$ cat src/rtl/drum_pkg.sv
// Shared constants and FSM state type for the DRUM approximate multiplier sequencer.
package drum_pkg;

    localparam int DRUM_INPUT_SIZE = 16;
    localparam int DRUM_K          = 6;

    typedef enum logic [2:0] {
        ST_IDLE  = 3'd0,
        ST_DET_A = 3'd1,
        ST_DET_B = 3'd2,
        ST_MULT  = 3'd3,
        ST_OUT   = 3'd4
    } state_t;

endpackage

$ cat src/rtl/lod.sv
// Leading-one detector: one-hot marker of the most significant set bit, all zeros for zero input.
module lod #(
    parameter int W = 16
) (
    input  logic [W-1:0] d,
    output logic [W-1:0] one_hot
);

    always_comb begin
        one_hot = '0;
        for (int i = 0; i < W; i++) begin
            if (d[i]) begin
                one_hot    = '0;
                one_hot[i] = 1'b1;
            end
        end
    end

endmodule

$ cat src/rtl/drum_seq_ctrl.sv
// Sequenced DRUM approximate multiplier: one shared LOD walks both operands, then one
// truncated-mantissa multiply and shift produce the product.
//
//   state  | meaning
//   IDLE   | ready for an operand pair
//   DET_A  | LOD on a_q, capture ta/sa/za
//   DET_B  | LOD on b_q, capture tb/sb/zb
//   MULT   | register (ta*tb) << (sa+sb)
//   OUT    | hold product until out_ready
module drum_seq_ctrl
    import drum_pkg::*;
#(
    parameter int INPUT_SIZE = DRUM_INPUT_SIZE,
    parameter int K          = DRUM_K
) (
    input  logic                    clk,
    input  logic                    rst_n,
    input  logic                    in_valid,
    output logic                    in_ready,
    input  logic [INPUT_SIZE-1:0]   a_i,
    input  logic [INPUT_SIZE-1:0]   b_i,
    output logic                    out_valid,
    input  logic                    out_ready,
    output logic [2*INPUT_SIZE-1:0] product_o,
    output logic                    busy_o
);

    localparam int IDX_W = $clog2(INPUT_SIZE);
    localparam int S_W   = IDX_W + 1;
    localparam int SH_W  = S_W + 1;
    localparam int PW    = 2 * INPUT_SIZE;
    localparam logic [S_W-1:0] K_S = S_W'(K);

    state_t                  state;
    logic [INPUT_SIZE-1:0]   a_q, b_q;
    logic [K-1:0]            ta, tb;
    logic [S_W-1:0]          sa, sb;
    logic                    za, zb;

    logic [INPUT_SIZE-1:0]   lod_in, lod_oh;
    logic [IDX_W-1:0]        lod_idx;
    logic                    lod_zero;
    logic [S_W-1:0]          p_ext, cur_s;
    logic [K-1:0]            cur_t;
    logic [SH_W-1:0]         shamt;
    logic [PW-1:0]           prod_full;

    always_comb begin
        lod_in = '0;
        if (state == ST_DET_A)
            lod_in = a_q;
        else if (state == ST_DET_B)
            lod_in = b_q;
    end

    lod #(.W(INPUT_SIZE)) u_lod (
        .d       (lod_in),
        .one_hot (lod_oh)
    );

    always_comb begin
        lod_idx = '0;
        for (int i = 0; i < INPUT_SIZE; i++) begin
            if (lod_oh[i])
                lod_idx = lod_idx | IDX_W'(i);
        end
    end

    assign lod_zero = ~|lod_oh;

    // Below K bits the operand is already exact; above it keep the top K bits with a forced LSB.
    always_comb begin
        p_ext = {1'b0, lod_idx};
        cur_s = '0;
        cur_t = K'(lod_in);
        if (p_ext >= K_S) begin
            cur_s = p_ext - K_S + S_W'(1);
            cur_t = K'(lod_in >> cur_s) | K'(1);
        end
    end

    assign shamt     = SH_W'(sa) + SH_W'(sb);
    assign prod_full = (PW'(ta) * PW'(tb)) << shamt;

    always_ff @(posedge clk or negedge rst_n) begin
        if (!rst_n) begin
            state     <= ST_IDLE;
            in_ready  <= 1'b1;
            out_valid <= 1'b0;
            busy_o    <= 1'b0;
            product_o <= '0;
            a_q       <= '0;
            b_q       <= '0;
            ta        <= '0;
            tb        <= '0;
            sa        <= '0;
            sb        <= '0;
            za        <= 1'b0;
            zb        <= 1'b0;
        end else begin
            unique case (state)
                ST_IDLE: begin
                    if (in_valid) begin
                        a_q      <= a_i;
                        b_q      <= b_i;
                        in_ready <= 1'b0;
                        busy_o   <= 1'b1;
                        state    <= ST_DET_A;
                    end
                end
                ST_DET_A: begin
                    ta    <= cur_t;
                    sa    <= cur_s;
                    za    <= lod_zero;
                    state <= ST_DET_B;
                end
                ST_DET_B: begin
                    tb    <= cur_t;
                    sb    <= cur_s;
                    zb    <= lod_zero;
                    state <= ST_MULT;
                end
                ST_MULT: begin
                    product_o <= (za | zb) ? '0 : prod_full;
                    out_valid <= 1'b1;
                    state     <= ST_OUT;
                end
                ST_OUT: begin
                    if (out_ready) begin
                        out_valid <= 1'b0;
                        in_ready  <= 1'b1;
                        busy_o    <= 1'b0;
                        state     <= ST_IDLE;
                    end
                end
                default: begin
                    out_valid <= 1'b0;
                    in_ready  <= 1'b1;
                    busy_o    <= 1'b0;
                    state     <= ST_IDLE;
                end
            endcase
        end
    end

endmodule

$ cat config.mk
export PLATFORM = sky130hd
export DESIGN_NAME = drum_seq_ctrl
export DESIGN_NICKNAME = d
export VERILOG_FILES = /design/src/rtl/drum_pkg.sv /design/src/rtl/lod.sv /design/src/rtl/drum_seq_ctrl.sv
export SDC_FILE = /design/constraint.sdc
export NUM_CORES = 1
export LEC_CHECK = 0
export CORE_MARGIN = 4
export CORE_UTILIZATION = 58
export CTS_CLUSTER_SIZE = 20
export DETAILED_ROUTE_END_ITERATION = 8
export PLACE_DENSITY = 0.84
export SLEW_MARGIN = 20
export SYNTH_ARGS = -nofsm -noshare
export SYNTH_HDL_FRONTEND = slang
export SYNTH_SLANG_ARGS = --single-unit
$ cat constraint.sdc
create_clock -name clk -period 5.9 [get_ports clk]
set_clock_uncertainty 0.15 [all_clocks]
set_input_delay 1.475 -clock clk [delete_from_list [all_inputs] [get_ports clk]]
set_output_delay 1.475 -clock clk [all_outputs]
set_load 0.01 [all_outputs]
Yosys cells after proc, flatten, opt, wreduce, memory -nomap -nowiden
Index checks and enable logic that the tools add are counted.
{"block": "word_totals", "out_inout_bits": 35, "input_bits": 36, "register_bits": 94}
{"block": "op_classes", "n_reduce_logical": 9, "mux": 46, "eq_ne": 6, "n_mul": 1, "shifts": 2, "n_bitwise": 3, "n_lt_le_gt_ge": 1, "addsub": 3}
{"cell": "2-to-1 mux 16 bit", "count": 3}
{"cell": "2-to-1 mux 4 bit", "count": 9}
{"cell": "2-to-1 mux 32 bit", "count": 1}
{"cell": "<< shifter 12 x 6 -> 32 bit", "count": 1}
{"cell": "2-to-1 mux 3 bit", "count": 7}
{"cell": "OR reduction 16 bit", "count": 1}
{"cell": "right shift 16 x 5 -> 6 bit", "count": 1}
{"cell": "2-to-1 mux 15 bit", "count": 1}
{"cell": "one-hot mux 3 bit (5 select lines)", "count": 1}
{"cell": "2-to-1 mux 14 bit", "count": 1}
{"cell": "2-to-1 mux 13 bit", "count": 1}
{"cell": "multiplier 6 x 6 -> 12 bit", "count": 1}
{"cell": "2-to-1 mux 12 bit", "count": 1}
{"cell": "2-to-1 mux 6 bit", "count": 2}
{"cell": "2-to-1 mux 11 bit", "count": 1}
{"cell": "2-to-1 mux 10 bit", "count": 1}
{"cell": "2-to-1 mux 5 bit", "count": 2}
{"cell": "2-to-1 mux 9 bit", "count": 1}
{"cell": "one-hot mux 1 bit (3 select lines)", "count": 3}
{"cell": "2-to-1 mux 8 bit", "count": 1}
{"cell": "2-to-1 mux 7 bit", "count": 1}
{"cell": "adder 5 x 5 -> 6 bit", "count": 1}
{"cell": "== test 3 x 2 -> 1 bit (second input constant)", "count": 2}
{"cell": "2-to-1 mux 1 bit", "count": 6}
{"cell": "other kinds (14)", "count": 21}

Depth between registers and ports, before layout
Gate-level depths: netlist of run 1.
{"block": "logic_depth", "depth_word": 38, "ltp_mapped": 17, "mapped_depth_nobuf": 17}

Cells and area by module
Synthesis of run 1 repeated with hierarchy kept, for this count alone.
{"block": "unflattened", "hier_cells": 732, "area_unflattened_um2": 6789.0}
{"mod": "drum_seq_ctrl", "cells_per_inst": 701, "n_inst": 1, "area_each_um2": 6578.8}
{"mod": "lod", "cells_per_inst": 31, "n_inst": 1, "area_each_um2": 210.2}

Worst setup path before layout of run 1
Ideal clock, no wire load.
{"block": "synth_path", "kind": "register to register", "from": "register tb[2]", "to": "register product_o[11]", "n_path_buf": 0, "path_slack_ps": 1377, "stages_incl_launch_ff": 17, "arrival_time_ps": 4253, "cell_sequence": "dfrtp_1 and2_1 fa_1 inv_1 fa_1 fa_1 inv_1 ha_1 nor2b_1 o21a_1 o21a_1 o21a_1 o211ai_1 mux2i_1 mux2_2 nand2b_1 a31o_2"}
{"block": "synth_between", "elab_chain_cells": 3}
{"item": "from (decl)", "line": "drum_seq_ctrl.sv:36", "source": "logic [K-1:0] ta, tb;"}
{"item": "from (signal assigned)", "line": "drum_seq_ctrl.sv:118", "source": "tb <= cur_t;"}
{"item": "multiplier 6 x 6 -> 12 bit", "line": "drum_seq_ctrl.sv:83", "source": "assign prod_full = (PW'(ta) * PW'(tb)) << shamt;"}
{"item": "<< shifter 12 x 6 -> 32 bit", "line": "drum_seq_ctrl.sv:83"}
{"item": "2-to-1 mux 32 bit", "line": "drum_seq_ctrl.sv:124", "source": "product_o <= (za | zb) ? '0 : prod_full;"}
{"item": "to (signal assigned)", "line": "drum_seq_ctrl.sv:124"}
{"item": "to (decl)", "line": "drum_seq_ctrl.sv:24", "source": "output logic [2*INPUT_SIZE-1:0] product_o,"}
Every way passes these cells.
A chain may end at the register's enable or synchronous reset.

Worst setup path after layout of run 1
{"block": "layout_path", "from": "register ta[1]", "to": "register product_o[11]"}
{"block": "layout_between", "elab_chain_cells": 3}
{"item": "from (decl)", "line": "drum_seq_ctrl.sv:36"}
{"item": "from (signal assigned)", "line": "drum_seq_ctrl.sv:112", "source": "ta <= cur_t;"}
{"item": "multiplier 6 x 6 -> 12 bit", "line": "drum_seq_ctrl.sv:83"}
{"item": "<< shifter 12 x 6 -> 32 bit", "line": "drum_seq_ctrl.sv:83"}
{"item": "2-to-1 mux 32 bit", "line": "drum_seq_ctrl.sv:124"}
Every way passes these cells.

==> results of run 1 <==
-- synth_stat cells (6+ instances only) --
library cell,number,area share (%)
ha_1,25,4.7
nor2b_1,17,1.6
nor3_1,17,1.3
mux2i_1,10,1.5
o31ai_1,9,1.0
nor2_1,53,3.0
nand2b_1,7,0.65
dfrtp_1,93,35
buf_2,9,0.67
mux2_2,40,6.7
inv_1,34,1.9
o21ai_0,48,3.6
nand2_1,85,4.7
clkbuf_1,25,1.4
and2_1,21,2.0
a32oi_1,10,1.3
fa_1,18,5.4
a21oi_1,43,3.2
a22oi_1,8,0.89
nand3_1,15,1.1
a32o_1,11,1.6
a21o_1,11,1.2
a31oi_1,6,0.56
a22o_1,13,1.7
o211ai_1,14,1.6
-- kinds of logic after synthesis --
family / after synthesis / share of synthesized area, %
AND/OR/NAND/NOR: 244 / 18.0
AO/OA/AOI/OAI: 220 / 23.0
flip-flops: 94 / 35.0
buffers and inverters: 72 / 4.64
multiplexers: 50 / 8.20
adder cells (fa/ha/maj): 43 / 10.0
XOR/XNOR: 8 / 1.04
-- area by class of cell --
| class | count | area (µm²) |
|---|---|---|
| inverter | 34 | 128 |
| clock buffer | 10 | 239 |
| timing repair buffer | 76 | 743 |
| clock inverter | 6 | 51.3 |
| tap | 143 | 179 |
| sequential | 94 | 2350 |
| multi-input combinational | 565 | 4060 |
| fill | 878 | 3620 |
-- final timing paths --
check                      startpoint       endpoint  slack, ns
min in group asynchronous       rst_n          ta[5]       1.06
setup reg to reg                ta[1]  product_o[11]        1.0
hold / removal                  sb[3]          sb[3]       0.34
max in group asynchronous       rst_n  product_o[12]       3.59
hold reg to reg                 sb[3]          sb[3]       0.34
setup / recovery                ta[1]  product_o[11]        1.0
-- worst max-delay path: cells and delay by family (launching register included) --
family          cells  cell delay [ns]
simple gates        4             0.95
compound gates      2             0.51
mux                 2             0.53
buf+inv             1             0.06
fa+ha+maj           4             1.83
xor+xnor            1             0.30
flops               1             0.46
-- metrics by stage --
step / setup slack (ns) / cells / area [µm²]
6_report: 0.997 / 928 / 7750
5_1_grt: 0.767 / 928 / 7750
4_1_cts: 1.02 / 928 / 7750
3_5_place_dp: 1.05 / 912 / 7460
3_3_place_gp: 1.18 / 912 / 7460
2_1_floorplan: 1.38 / 731 / 6720
-- state kept, by name, summed over array words and instances, names as in the netlist --
| name | flops |
|---|---|
| a_q | 16 |
| b_q | 16 |
| busy_o | 1 |
| in_ready | 1 |
| out_valid | 1 |
| product_o | 32 |
| sa | 5 |
| sb | 5 |
| state | 3 |
| ta | 6 |
| tb | 6 |
| za | 1 |
| zb | 1 |
-- layer usage --
metal	up-vias	global-route usage [%]	share of wire [%]
met5	-	0	0
met4	0	10.8	2.9
met3	45	4.65	6.8
met2	256	44.3	49
met1	2845	33.6	42
li1	2778	-	-
==> out/qor.yml, run 1 <==
status:
  status: "finished, final reports clean"
clock_tree:
  cts_hold_buf: 0
  cts_inserted_buffers: 9
  clk_path_buf_depth: 2
  clockRootBuffer: "clkbuf_16"
  h-tree-depth: 3
  cts_setup_buffers: 0
  clkTransAtPathRegs_ns: 0.07
  cts_tree: "built"
  clk-insertion-delay-late_ns: 0.35
  post_cts_resized: 0
  clkSinkCount: 94
drt:
  detail-route-antenna-nets: 0
  drcViolationCount: 0
  via_per_inst: 6.38
  wl_per_cell_um: 18.5
  drtIter0Drc: 512
  totalWireLength_mm: 17.1
  drt-pass1-iter-count: 5
  vias: 5924
timing:
  setup_violations: 0
  fin_crit_ns: 4.90
  maxSlewViolCount: 0
  tightestPinTransition_ns: 1.10
  rsz0062_at_grt: "no"
  slew_headroom_pct: 26.4
  fin_setup_tns_ns: 0
  hold_violations: 0
  hold_ws_ns: 0.335
  fmax_mhz: 204
  finalCritPeriodShare_pct: 83.1
worst_hold_path:
  hp-class: "reg -> reg"
  hold_depth: 2
yosys:
  ys.flop_type: "dfrtp_1"
  seq_area_frac_synth_pct: 35.0
  syn_area_per_cell_um2: 9.19
  synth_nets: 810
  synth.distinct_cells: 71
  ys.warnings.count: 0
  ys_ff_latch: 94
  synth_area_um2: 6720
  synth_cells: 731
  synth-async-reset-ratio_pct: 100
  synth_edf_count: 0
worst_setup_path:
  max_stage_delay_ns: 0.56
  worstSetupPathType: "reg -> reg"
  cp.required_ns: 6.00
  path_cells: "nand2_1 -> fa_1 -> inv_1 -> fa_1 -> fa_1 -> ha_1 -> or4_1 -> a21oi_1 -> nor3_1 -> xnor2_1 -> mux2i_1 -> mux2_2 -> nand2b_1 -> a31o_2"
  critPathSlowestCell: "fa_1"
  path_common_cell: "fa_1"
  cp-start-kind: "flip-flop"
  path_max_fanout: 7
  arrival_ns: 5.00
  endpoint_kind: "flip-flop"
  r2r_cells: 14
place:
  io_buffers: 70
  gp_congestion: 0.967
  post-dp-hpwl_mm: 12.8
cells_and_area:
  layout_common_cells: "93 x dfrtp_1, 85 x nand2_1, 69 x clkdlybuf4s50_1"
  drive_gt1_share_pct: 11.1
  diodes: 0
  layout_commonest_cell: "dfrtp_1"
  utilization_pct: 68.2
  areaGrowthSynthToFinish_pct: 15.4
  fin_nets: 859
floorplan:
  io_pins: 71
  die_h_um: 116
  dieArea_um2: 13400
  initial_core_util_pct: 59.1
  core_area_um2: 11400
  fp.dieW_um: 116
  rows: 39
grt:
  track_usage_pct: 26.2
  grt_max_degree: 64
  grt-ovfl-total: 0
  grt_pass1_wl_mm: 28.1
  antenna_found_initial: 0
  grt_pass1_vias: 5744
flow_run:
  max_cap_violations: 0
Power of run 1 is left out: the tool's default activity adds up to more than one toggle a clock period on the data nets, which glitch-free logic cannot reach.
==> run 2: changes to the inputs <==
Clock period 5.9 ns to 4.8 ns, I/O delays scaled along.
==> run 2 against run 1 <==
Net effect:
- global-route usage rose by 0.62 points
- wire length rose by 6.7%
- worst hold slack improved by 0.0027 ns
- register-to-register slack got worse by 0.90 ns
==> out/qor.yml, run 2 (synthesized netlist as in run 1, its figures left out) <==
clock_tree:
  clockRootBuffer: "clkbuf_16"
  clkSinkCount: 94  # unchanged
  cts_tree: "built"
  h-tree-depth: 3  # unchanged
  cts_inserted_buffers: 9  # unchanged
  clk-insertion-delay-late_ns: 0.35  # about the same
  clk_path_buf_depth: 2  # unchanged
  cts_hold_buf: 0  # unchanged
  clkTransAtPathRegs_ns: 0.07  # about the same
grt:
  grt_pass1_wl_mm: 28.9  # +2.6%
  grt_pass1_vias: 5811  # +1.2%
  grt_max_degree: 80  # +25%
  track_usage_pct: 26.9  # +0.62 points
  antenna_found_initial: 0  # unchanged
  grt-ovfl-total: 0  # unchanged
drt:
  detail-route-antenna-nets: 0  # unchanged
  via_per_inst: 6.41  # +0.37%
  drcViolationCount: 0  # unchanged
  totalWireLength_mm: 18.3  # +6.7%
  wl_per_cell_um: 19.1  # +3.7%
  drtIter0Drc: 497  # -2.9%
  vias: 6119  # +3.3%
  drt-pass1-iter-count: 6  # +1
cells_and_area:
  fin_nets: 886  # +3.1%
  reg_top3: "product_o (32), a_q (16), b_q (16)"
  diodes: 0  # unchanged
  top_register: "product_o"
  largest_reg_flops: 32  # unchanged
  layoutNonFillerInstCount: 955  # +2.9%
  drive_gt1_share_pct: 17.4  # +6.3 points
  layout_common_cells: "88 x dfrtp_1, 85 x nand2_1, 69 x clkdlybuf4s50_1"
  areaGrowthSynthToFinish_pct: 21.5
  utilization_pct: 71.8  # +3.6 points
  layout_commonest_cell: "dfrtp_1"
timing:
  slew_headroom_pct: 39.0  # +13 points
  tightestPinTransition_ns: 0.915  # -0.189 ns
  fin_crit_ns: 4.71  # -0.196 ns
  finalCritPeriodShare_pct: 98.1  # +15 points
  fmax_mhz: 212  # +4.2%
  maxSlewViolCount: 0  # unchanged
  hold_violations: 0  # unchanged
  setup_violations: 0  # unchanged
  fin_ws_ns: 0.0924  # -0.904 ns
worst_setup_path:
  cp.required_ns: 4.89  # -1.11 ns
  endpoint_kind: "flip-flop"
  path_max_fanout: 5  # -2
  arrival_ns: 4.80  # -0.20 ns
  r2r_cells: 17  # +3
  rr_startpoint: "ta[3]"
  r2r_end: "product_o[27]"
  cp-start-kind: "flip-flop"
  r2r_slack_ns: 0.09  # -0.90 ns
  worstSetupPathType: "reg -> reg"
worst_hold_path:
  hp-class: "reg -> reg"
  hold_depth: 2  # unchanged
  min_to: "zb"
  hold_start: "zb"
place:
  pre_cts_ws_ns: -0.0500  # -1.10 ns
  gp_congestion: 0.969  # +0.18%
  dp_cells: 927  # +1.6%
  io_buffers: 70  # unchanged
  post-dp-hpwl_mm: 13.1  # +2.2%
floorplan:
  rows: 39  # unchanged
  fp.dieW_um: 116  # unchanged
  die_h_um: 116  # unchanged
  dieArea_um2: 13400  # unchanged
  io_pins: 71  # unchanged
  initial_core_util_pct: 59.1  # unchanged
  core_area_um2: 11400  # unchanged
flow_run:
  max_cap_violations: 0  # unchanged
status:
  status: "finished, final reports clean"
-- run 2: worst max path at each step --
stage / depth (start not counted) / start / slack, ns / end
after floorplan: 16 / tb[2] / 0.28 / product_o[11]
after global placement: 16 / ta[3] / 0.10 / product_o[11]
after detailed placement: 16 / ta[3] / -0.05 / product_o[11]
after CTS: 14 / ta[2] / 0.02 / product_o[11]
after global routing: 17 / ta[3] / -0.03 / product_o[27]
final: 17 / ta[3] / 0.09 / product_o[27]
-- run 2: cell type report --
cell class | instances | area (µm²)
clock buffer | 10 | 239
inverter | 34 | 128
multi-input combinational | 565 | 4210
tap | 143 | 179
fill | 850 | 3210
clock inverter | 6 | 75.1
sequential | 94 | 2360
timing repair buffer | 103 | 970
-- run 2: critical path: stages, from the launching register on --
cell and delay, ns:
dfrtp_2 0.43, and2_4 0.15, fa_1 0.52, inv_1 0.05
fa_1 0.48, fa_1 0.51, inv_1 0.07, ha_4 0.25
nor2b_2 0.15, o21a_1 0.22, o21a_1 0.25, o21a_1 0.22
o211ai_1 0.17, buf_4 0.17, mux2i_4 0.09, mux2_4 0.32
nand2b_4 0.16, a31o_4 0.26
-- run 2: repair_timing --
item,in CTS,in global routing
setup endpoints to repair,2,23
buffers inserted,1,10
gates cloned,0,0
resized for setup,1,39
pin swaps,1,16
-- run 2: per-layer routing --
metal | part of all wire (%) | GRT usage [%] | vias to the layer above
li1 | - | - | 2820
met1 | 41 | 34.2 | 2990
met2 | 50 | 45.7 | 260
met3 | 5.4 | 4.13 | 49
met4 | 2.7 | 11.4 | 0
met5 | 0 | 0 | -
-- run 2: metrics by stage --
step	TNS (ns)	cell area, µm²	hold slack [ns]
floorplan	0	6720	0.301
global placement	0	7570	0.317
detailed placement	-0.0975	7570	0.321
CTS	0	7900	0.338
global route	-0.0892	8160	0.366
finish	0	8160	0.338
Power of run 2 is left out for the same reason.
==> run 3: changes to the inputs <==
Clock period 4.8 ns to 5.1 ns, I/O delays scaled along.
==> run 3 against run 2 <==
Net effect:
- wire length decreased by 4.9%
- worst setup slack improved by 0.10 ns
- maximum frequency decreased by 4.0%
- global-route usage decreased by 0.67 points
- count of clock-buffer cells in the layout shrank 1
- non-clock buffer count down 25
- die area stayed put
- sequential share of layout area rose by 1.2 points
- critical path type unchanged
==> out/qor.yml, run 3 (synthesized netlist as in run 1, its figures left out) <==
drt:
  drcViolationCount: 0  # unchanged
  drtIter0Drc: 579  # +16%
  via_per_inst: 6.40  # about the same
  wl_per_cell_um: 18.7  # -2.3%
  vias: 5956  # -2.7%
  totalWireLength_mm: 17.4  # -4.9%
  drt-pass1-iter-count: 5  # -1
  detail-route-antenna-nets: 0  # unchanged
timing:
  maxSlewViolCount: 0  # unchanged
  fin_ws_ns: 0.196  # +0.103 ns
  tightestPinTransition_ns: 0.873  # -0.0417 ns
  rsz0062_at_grt: "no"
  fin_setup_tns_ns: 0  # unchanged
  hold_violations: 0  # unchanged
  fmax_mhz: 204  # -4.0%
  finalCritPeriodShare_pct: 96.2  # -1.9 points
  slew_headroom_pct: 41.7  # +2.8 points
  fin_crit_ns: 4.90  # +0.197 ns
  setup_violations: 0  # unchanged
clock_tree:
  clk-insertion-delay-late_ns: 0.35  # about the same
  cts_tree: "built"
  cts_setup_buffers: 0  # -1
  h-tree-depth: 3  # unchanged
  clkSinkCount: 94  # unchanged
  clk_path_buf_depth: 2  # unchanged
  cts_inserted_buffers: 9  # unchanged
  clkTransAtPathRegs_ns: 0.07  # about the same
  clockRootBuffer: "clkbuf_16"
  cts_hold_buf: 0  # unchanged
place:
  io_buffers: 70  # unchanged
  pre_cts_ws_ns: 0.229  # +0.279 ns
  gp_congestion: 0.961  # -0.75%
  post-dp-hpwl_mm: 12.8  # -2.1%
status:
  status: "finished, final reports clean"
grt:
  grt_max_degree: 64  # -20%
  grt_busiest_layer: "met2"
  grt_pass1_vias: 5700  # -1.9%
  grt_use_met2_pct: 44.0  # -1.7 points
  grt-ovfl-total: 0  # unchanged
  use_met3_pct: 4.80  # +0.68 points
  grt_pass1_wl_mm: 28.0  # -3.2%
  grt_util_met1_pct: 34.1  # -0.076 points
  antenna_found_initial: 0  # unchanged
  track_usage_pct: 26.2  # -0.67 points
floorplan:
  die_h_um: 116  # unchanged
  dieArea_um2: 13400  # unchanged
  rows: 39  # unchanged
  initial_core_util_pct: 59.1  # unchanged
  fp.dieW_um: 116  # unchanged
  core_area_um2: 11400  # unchanged
  io_pins: 71  # unchanged
cells_and_area:
  layout_common_cells: "93 x dfrtp_1, 85 x nand2_1, 69 x clkdlybuf4s50_1"
  layout_commonest_cell: "dfrtp_1"
  reg_top3: "product_o (32), a_q (16), b_q (16)"
  areaGrowthSynthToFinish_pct: 16.3
  num-fill-cells: 877  # +3.2%
  top_register: "product_o"
  largest_reg_flops: 32  # unchanged
  drive_gt1_share_pct: 11.7  # -5.7 points
  fin_nets: 861  # -2.8%
  diodes: 0  # unchanged
worst_setup_path:
  worstSetupPathType: "reg -> reg"
  cp.required_ns: 5.20  # +0.31 ns
  rr_startpoint: "ta[3]"
  r2r_slack_ns: 0.20  # +0.10 ns
  cp-start-kind: "flip-flop"
  crit_start: "ta[3]"
  path_max_fanout: 7  # +2
  endpoint_kind: "flip-flop"
  arrival_ns: 5.00  # +0.20 ns
worst_hold_path:
  hold_start: "product_o[15]"
  hp-class: "reg -> reg"
flow_run:
  max_cap_violations: 0  # unchanged
run 3: cell types whose count changed in the layout (fill, tap and decap cells not counted), sizes merged:
cell	previous run	this run
clkinvlp	0	1
buf	34	9
clkbuf	10	9
run 3: path summary, 6_finish.rpt:
kind                            endpoint  cells past startpoint
max                        product_o[27]                     16
min                        product_o[15]                      2
max reg2reg                product_o[27]                     16
min reg2reg                product_o[15]                      2
max in group asynchronous  product_o[16]                      2
min in group asynchronous          ta[2]                      1
run 3: layer usage:
metal  part of all wire (%)  vias up
li1                       -     2761
met1                     41     2887
met2                     49      262
met3                    6.6       46
met4                    2.6        0
met5                      0        -
run 3: worst max-delay path, cell delays in order, from the launching register on:
cell and delay [ns]:
dfrtp_1 0.45, and2_1 0.19, fa_1 0.53, inv_1 0.05
fa_1 0.47, fa_1 0.54, inv_1 0.04, ha_1 0.32
nor2b_1 0.14, o21a_1 0.19, o21a_1 0.24, o21a_1 0.21
o211ai_1 0.31, mux2i_1 0.18, mux2_2 0.35, nand2b_1 0.18
a31o_2 0.28
run 3: layout make-up:
type	count	area, µm²	area share, %
inverter	34	128	1.63
multi-input combinational	565	4080	52.3
sequential	94	2350	30.1
timing repair buffer	78	758	9.71
clock buffer	9	225	2.88
tap	143	179	2.29
clock inverter	7	86.3	1.11
run 3: timing repair:
action | 4_1_cts | 5_1_grt
resized for setup | 0 | 3
endpoints found under the hold margin | 0 | 0
setup endpoints to repair | 0 | 7
run 3: stage by stage:
stage          hold WS [ns]  utilization (%)  cell area (µm²)  instances
2_1_floorplan         0.301                -             6720        731
3_3_place_gp          0.315             65.8             7480        914
3_5_place_dp          0.324             65.8             7480        914
4_1_cts               0.340             68.5             7790        930
5_1_grt               0.366             68.7             7810        930
6_report              0.336             68.7             7810        930
Power of run 3 is left out for the same reason.
